**config.mk**
```make
export PLATFORM = sky130hd
export DESIGN_NAME = flush_ctrl
export DESIGN_NICKNAME = d
export VERILOG_FILES = /design/src/rtl/flush_ctrl.sv
export SDC_FILE = /design/constraint.sdc
export NUM_CORES = 1
export LEC_CHECK = 0
export ABC_AREA = 1
export ABC_CLOCK_PERIOD_IN_PS = 6600
export BUFFER_PORTS_ARGS = -buffer_cell sky130_fd_sc_hd__buf_2
export CORE_UTILIZATION = 35
export DETAILED_ROUTE_END_ITERATION = 10
export GPL_TIMING_DRIVEN = 0
export SLEW_MARGIN = 20
export SYNTH_ARGS = -nofsm -noshare
export SYNTH_HDL_FRONTEND = slang
export SYNTH_SLANG_ARGS = --single-unit
```
**constraint.sdc**
```tcl
create_clock -name clk -period 6.6 [get_ports clk]
set_input_delay 1.65 -clock clk [delete_from_list [all_inputs] [get_ports clk]]
set_output_delay 1.65 -clock clk [all_outputs]
set_load 0.01 [all_outputs]
```
**src/rtl/flush_ctrl.sv**
```systemverilog
// flush_ctrl: sequences pipeline flush and fetch redirection on exceptions
// and ERET signalled by the write-back stage.
//
// When the write-back stage raises ws_ex or eret_flush while the block is
// IDLE, it pulses flush for one cycle and latches the redirect target
// (EX_ENTRY for exceptions, cp0_epc for ERET). Any instruction requests still
// outstanding at that point are stale. Their returning data is marked for
// discard (DRAIN state). After that, the target is presented to pre-IF until
// pre-IF accepts it (REDIRECT state).
//
// Ports:
//   clk, reset      - clock; synchronous active-high reset
//   ws_ex           - valid exception in WB
//   eret_flush      - valid ERET in WB
//   cp0_epc         - current CP0 EPC
//   inst_req        - pre-IF instruction request
//   inst_addr_ok    - inst bus accepted an address
//   inst_data_ok    - inst bus returned data
//   inst_req_block  - pre-IF must not raise inst_req
//   flush           - clear valid in all pipeline stages
//   discard_data    - fetch stage must drop this cycle's returned data
//   redirect_valid  - redirect_pc is valid for pre-IF
//   redirect_pc     - next fetch PC after the flush
//   redirect_ready  - pre-IF accepted the redirect
//   busy            - sequencer is in DRAIN or REDIRECT
module flush_ctrl #(
    parameter logic [31:0] EX_ENTRY        = 32'hbfc00380,
    parameter int unsigned MAX_OUTSTANDING = 4,
    parameter int unsigned CNT_W           = 3
) (
    input  logic        clk,
    input  logic        reset,
    input  logic        ws_ex,
    input  logic        eret_flush,
    input  logic [31:0] cp0_epc,
    input  logic        inst_req,
    input  logic        inst_addr_ok,
    input  logic        inst_data_ok,
    output logic        inst_req_block,
    output logic        flush,
    output logic        discard_data,
    output logic        redirect_valid,
    output logic [31:0] redirect_pc,
    input  logic        redirect_ready,
    output logic        busy
);

    typedef enum logic [1:0] {
        IDLE,
        DRAIN,
        REDIRECT
    } state_t;

    state_t             state, state_nxt;
    logic [CNT_W-1:0]   out_cnt;
    logic [CNT_W-1:0]   cnt_nxt;
    logic [CNT_W-1:0]   drain_cnt, drain_nxt;
    logic [31:0]        target, target_nxt;
    logic               accept;
    logic               data_eff;
    logic               trig;

    assign accept   = inst_req && inst_addr_ok;
    // A data_ok with nothing outstanding is ignored so the counter never wraps.
    // When it coincides with an accept, that accept supplies the request.
    assign data_eff = inst_data_ok && ((out_cnt != '0) || accept);
    assign cnt_nxt  = out_cnt + CNT_W'(accept) - CNT_W'(data_eff);
    assign trig     = ws_ex || eret_flush;

    assign inst_req_block = (out_cnt == CNT_W'(MAX_OUTSTANDING))
                          || (state == DRAIN) || (state == REDIRECT);
    assign busy           = (state != IDLE);

    always_comb begin
        state_nxt    = state;
        drain_nxt    = drain_cnt;
        target_nxt   = target;
        flush        = 1'b0;
        discard_data = 1'b0;
        case (state)
            IDLE: begin
                if (trig) begin
                    flush      = 1'b1;
                    target_nxt = ws_ex ? EX_ENTRY : cp0_epc;
                    // Requests accepted up to and including this cycle are stale.
                    drain_nxt  = cnt_nxt;
                    state_nxt  = (cnt_nxt == '0) ? REDIRECT : DRAIN;
                end
            end
            DRAIN: begin
                // Accepts seen here are not added to drain_cnt.
                if (inst_data_ok) begin
                    discard_data = 1'b1;
                    drain_nxt    = drain_cnt - 1'b1;
                    if (drain_cnt <= CNT_W'(1)) begin
                        state_nxt = REDIRECT;
                    end
                end
            end
            REDIRECT: begin
                if (redirect_ready) begin
                    state_nxt = IDLE;
                end
            end
            default: state_nxt = IDLE;
        endcase
    end

    always_ff @(posedge clk) begin
        if (reset) begin
            state          <= IDLE;
            out_cnt        <= '0;
            drain_cnt      <= '0;
            target         <= '0;
            redirect_valid <= 1'b0;
            redirect_pc    <= '0;
        end else begin
            state          <= state_nxt;
            out_cnt        <= cnt_nxt;
            drain_cnt      <= drain_nxt;
            target         <= target_nxt;
            // The redirect outputs follow the next state. This registers them
            // and keeps them aligned with the REDIRECT state.
            redirect_valid <= (state_nxt == REDIRECT);
            redirect_pc    <= (state_nxt == REDIRECT) ? target_nxt : '0;
        end
    end

endmodule

```
; ---- Word-level counts from Yosys, hierarchy flattened
; Cells that the tools add are included.
[word_totals]
reg_bits = 73
inputBits = 40
output_inout_bits = 37
[classes]
n_addsub = 3
magnitude_cmp = 1
eq_ne = 6
n_mux = 16
bitwise = 1
reduce_logical = 13
[ops]
columns = op, n
row1 = 32-bit 2-to-1 mux, 3
row2 = 2-bit 2-to-1 mux, 5
row3 = 3-bit 2-to-1 mux, 2
row4 = 2-bit case mux with 3 select lines, 1
row5 = 3-bit case mux with 2 select lines, 1
row6 = "2-bit == test, second input constant", 2
row7 = 1-bit logical OR, 4
row8 = 1-bit 2-to-1 mux, 4
row9 = "2-bit != test, second input constant", 2
row10 = 2-bit nonzero test, 2
row11 = 3-bit by 1-bit adder with 3-bit output, 1
row12 = "3-bit == test, second input constant", 1
row13 = "3-bit by 1-bit <= comparator with 1-bit output, second input constant", 1
row14 = 3-bit zero test, 1
row15 = 3-bit AND reduction, 1
row16 = 3-bit nonzero test, 1
row17 = 3-bit by 1-bit subtractor with 3-bit output, 1
row18 = "3-bit by 1-bit subtractor with 3-bit output, second input constant", 1
row19 = "2-bit by 1-bit == test with 1-bit output, second input constant", 1
row20 = 1-bit logical AND, 2
row21 = 2-bit zero test, 1
row22 = 2-bit OR reduction, 1
row23 = 1-bit inverter, 1

; ---- Longest topological paths before layout
[depth]
word_depth = 11
depth_mapped = 15

; ---- Worst setup path before layout
; No wires, ideal clock.
[synth_timing]
kind = input -> output
startpoint = input port eret_flush
endpoint = output port flush
t_arrival_ns = 2.142
t_required_ns = 4.950
path_slack_ns = 2.808
stages = 4
path_cell_list = nor2_1 -> nor2_4 -> buf_6 -> buf_6
[synth_between]
elab_chain_cells = 3
[synth_rtl]
columns = item, line
row1 = "start, declared", 34  ; input logic eret_flush,
row2 = 1-bit logical OR, 68  ; assign trig = ws_ex || eret_flush;
row3 = 1-bit 2-to-1 mux, 82  ; if (trig) begin
row4 = 1-bit 2-to-1 mux, 80  ; case (state)
row5 = "end, declared", 40  ; output logic flush,
; Every way passes these cells.

; ---- Worst setup path after layout
[layout_timing]
startpoint = input port ws_ex
endpoint = output port flush
[layout_between]
elab_chain_cells = 3
[layout_rtl]
columns = item, line
row1 = "start, declared", 33  ; input logic ws_ex,
row2 = 1-bit logical OR, 68
row3 = 1-bit 2-to-1 mux, 82
row4 = 1-bit 2-to-1 mux, 80
; Every way passes these cells.

==> flow_summary.json <==
{
  "slew_viol_final": 0,
  "wl_per_cell_um": 11.4,
  "syn_area_um2": 2710,
  "leakage_nw": 1.74,
  "critPathKind": "input port to output pin",
  "synth_cell_types": 23,
  "postCtsHoldBufs": 0,
  "final_common_cell": "buf_2",
  "antenna_found_initial": 0,
  "boundaryPins": 77,
  "max_freq_mhz": 241,
  "drt_first_pass_iters": 4,
  "irDropWorstVdd_mv": 0.205,
  "core_area_um2": 7370,
  "place_congestion": 0.742,
  "io_buffers": 75,
  "initialDrtViolationCount": 125,
  "place_area_um2": 3210,
  "power_density_nw_per_um2": 455,
  "critPathSlowestCell": "buf_6",
  "cts.clk_slew.worst_paths_ns": 0.08,
  "ctsRootBufferMaster": "clkbuf_8",
  "vias": 2304,
  "synth_fp_nets": 389,
  "drc_errors": 0,
  "clock_latency_ns": 0.34,
  "finalPower_mw": 1.56,
  "setup_tns_ns": 0,
  "final-setup-viol-count": 0,
  "slowest_delay_ns": 0.17,
  "cts_buffer_depth": 2,
  "skew_ns": 0.00732,
  "fp.dieW_um": 90.0,
  "grt_pass1_vias": 2174,
  "fin_crit_sh": 0.630,
  "synthToLayoutAreaGrowth_pct": 26.5,
  "h-tree-depth": 3,
  "dieArea_um2": 8100,
  "nNetsFinal": 475,
  "fillers": 758,
  "hp-class": "flip-flop to flip-flop",
  "postCtsSetupBuffers": 0,
  "post-route-min-period_ns": 4.16,
  "critPathRequiredTime_ns": 4.95,
  "final_layout_size_suffix_gt1_frac": 0.287,
  "relSlewSlack": 0.630,
  "maxCapViolCount": 0,
  "hold_violations": 0,
  "grt_max_degree": 13,
  "hpwlAfterDp_um": 4290,
  "crit_path_max_fanout": 10,
  "synth-warning-count": 0,
  "synthCells": 344,
  "row_count": 31,
  "cts_sinks": 73,
  "utilization": 0.466,
  "die_y_um": 90.0,
  "avgViaCountPerCell": 4.31,
  "grt_usage": 0.158,
  "grt-ovfl-total": 0,
  "post-route-cell-area_um2": 3430,
  "ant_nets": 0,
  "grt_pass1_wl_um": 10100,
  "ys_seq_area_frac": 0.539,
  "layout_common_cells": "buf_2, nor2_1, dfxtp_1, nand2_1, inv_1",
  "cts_tree": "built",
  "numCtsBuffers": 9,
  "end_kind": "output pin",
  "status": "finished, final reports clean",
  "arrival_ns": 2.51,
  "crit_chain": "buf_2 > nor2_1 > nor2_4 > buf_6 > buf_6 > buf_2",
  "worstMarginPinSlew_ns": 0.555,
  "post_cts.resized_instances": 0,
  "wl_um": 6090,
  "start_util": 0.368,
  "synth_seq_cells": 73,
  "rsz0062_at_grt": "false",
  "crit_path_start_kind": "input port",
  "diodes": 0,
  "synth_area_per_cell_um2": 7.88
}
[area by class of cell]
cell class | count | area (um2) | share of cell area
Sequential cell | 73 | 1460 | 0.426
Multi-Input combinational cell | 214 | 971 | 0.283
Timing Repair Buffer | 75 | 375 | 0.109
Inverter | 40 | 150 | 0.0438
Clock buffer | 11 | 141 | 0.0412
Buffer | 17 | 129 | 0.0376
Tap cell | 99 | 124 | 0.0361
Clock inverter | 5 | 78.8 | 0.0230
[final timing paths]
path / from / end / slack, ns / depth (start not counted)
setup / recovery: ws_ex / flush / 2.44 / 6
hold / removal: target[28]$_SDFF_PP0_ / target[28]$_SDFF_PP0_ / 0.50 / 2
setup reg to reg: out_cnt[1]$_SDFF_PP0_ / redirect_pc[24]$_SDFF_PP0_ / 4.16 / 14
hold reg to reg: target[28]$_SDFF_PP0_ / target[28]$_SDFF_PP0_ / 0.50 / 2
[registers in the layout, summed over array words and instances (netlist names)]
| register | flops |
|---|---|
| redirect_valid | 1 |
| redirect_pc | 32 |
| state | 2 |
| out_cnt | 3 |
| drain_cnt | 3 |
| target | 32 |
[metal layers]
| metal | routed length (um) | vias to the layer above | global-route usage |
|---|---|---|---|
| met2 | 2680 | 64 | 0.250 |
| met4 | 91 | 0 | 0.0739 |
| met3 | 367 | 10 | 0.0415 |
| met5 | 0 | - | 0 |
| met1 | 2940 | 1014 | 0.202 |
| li1 | - | 1216 | - |
[cell usage after synthesis (all sizes together)]
cell    count  share of area
nand3      27          0.050
nand2      70           0.10
buf        11          0.039
xor2        1         0.0032
nor3        1         0.0018
ha          4          0.018
a21oi       4         0.0074
dfxtp      73           0.54
clkbuf      6         0.0083
nand4       1         0.0023
o21ai      18          0.033
o211ai      1         0.0028
fa          1         0.0074
nor2       86           0.13
inv        40          0.055
[where the power goes]
group          switching, mW  leakage [nW]  internal (mW)
Sequential            0.0364         0.597          0.544
Combinational          0.370          1.03          0.224
Clock                  0.164         0.113          0.223
Total                  0.570          1.74          0.990
[kinds of logic (layout without fill, tap and decap cells)]
| kind of cell | count (synthesis) | in the layout | share of synthesized area |
|---|---|---|---|
| DFF | 73 | 73 | 0.539 |
| buffers and inverters | 57 | 148 | 0.103 |
| xor gates and xnor gates | 1 | 1 | 0.00323 |
| and+or+nand+nor | 185 | 185 | 0.286 |
| AOI/OAI and AO/OA | 23 | 23 | 0.0434 |
| adders and majority gates | 5 | 5 | 0.0258 |
[stage by stage]
stage | hold slack, ns | setup slack (ns) | cells
6_report | 0.498 | 2.44 | 534
4_1_cts | 0.500 | 2.43 | 534
3_5_place_dp | 0.478 | 2.43 | 518
3_3_place_gp | 0.472 | 2.43 | 518
2_1_floorplan | 0.458 | 2.81 | 344
5_1_grt | 0.525 | 2.38 | 534
[critical path, delay by kind of cell]
family | cells | cell delay (ns)
buffers and inverters | 4 | 0.62
AND/OR/NAND/NOR | 2 | 0.23
Note: power is estimated with default switching activity, not from simulation.
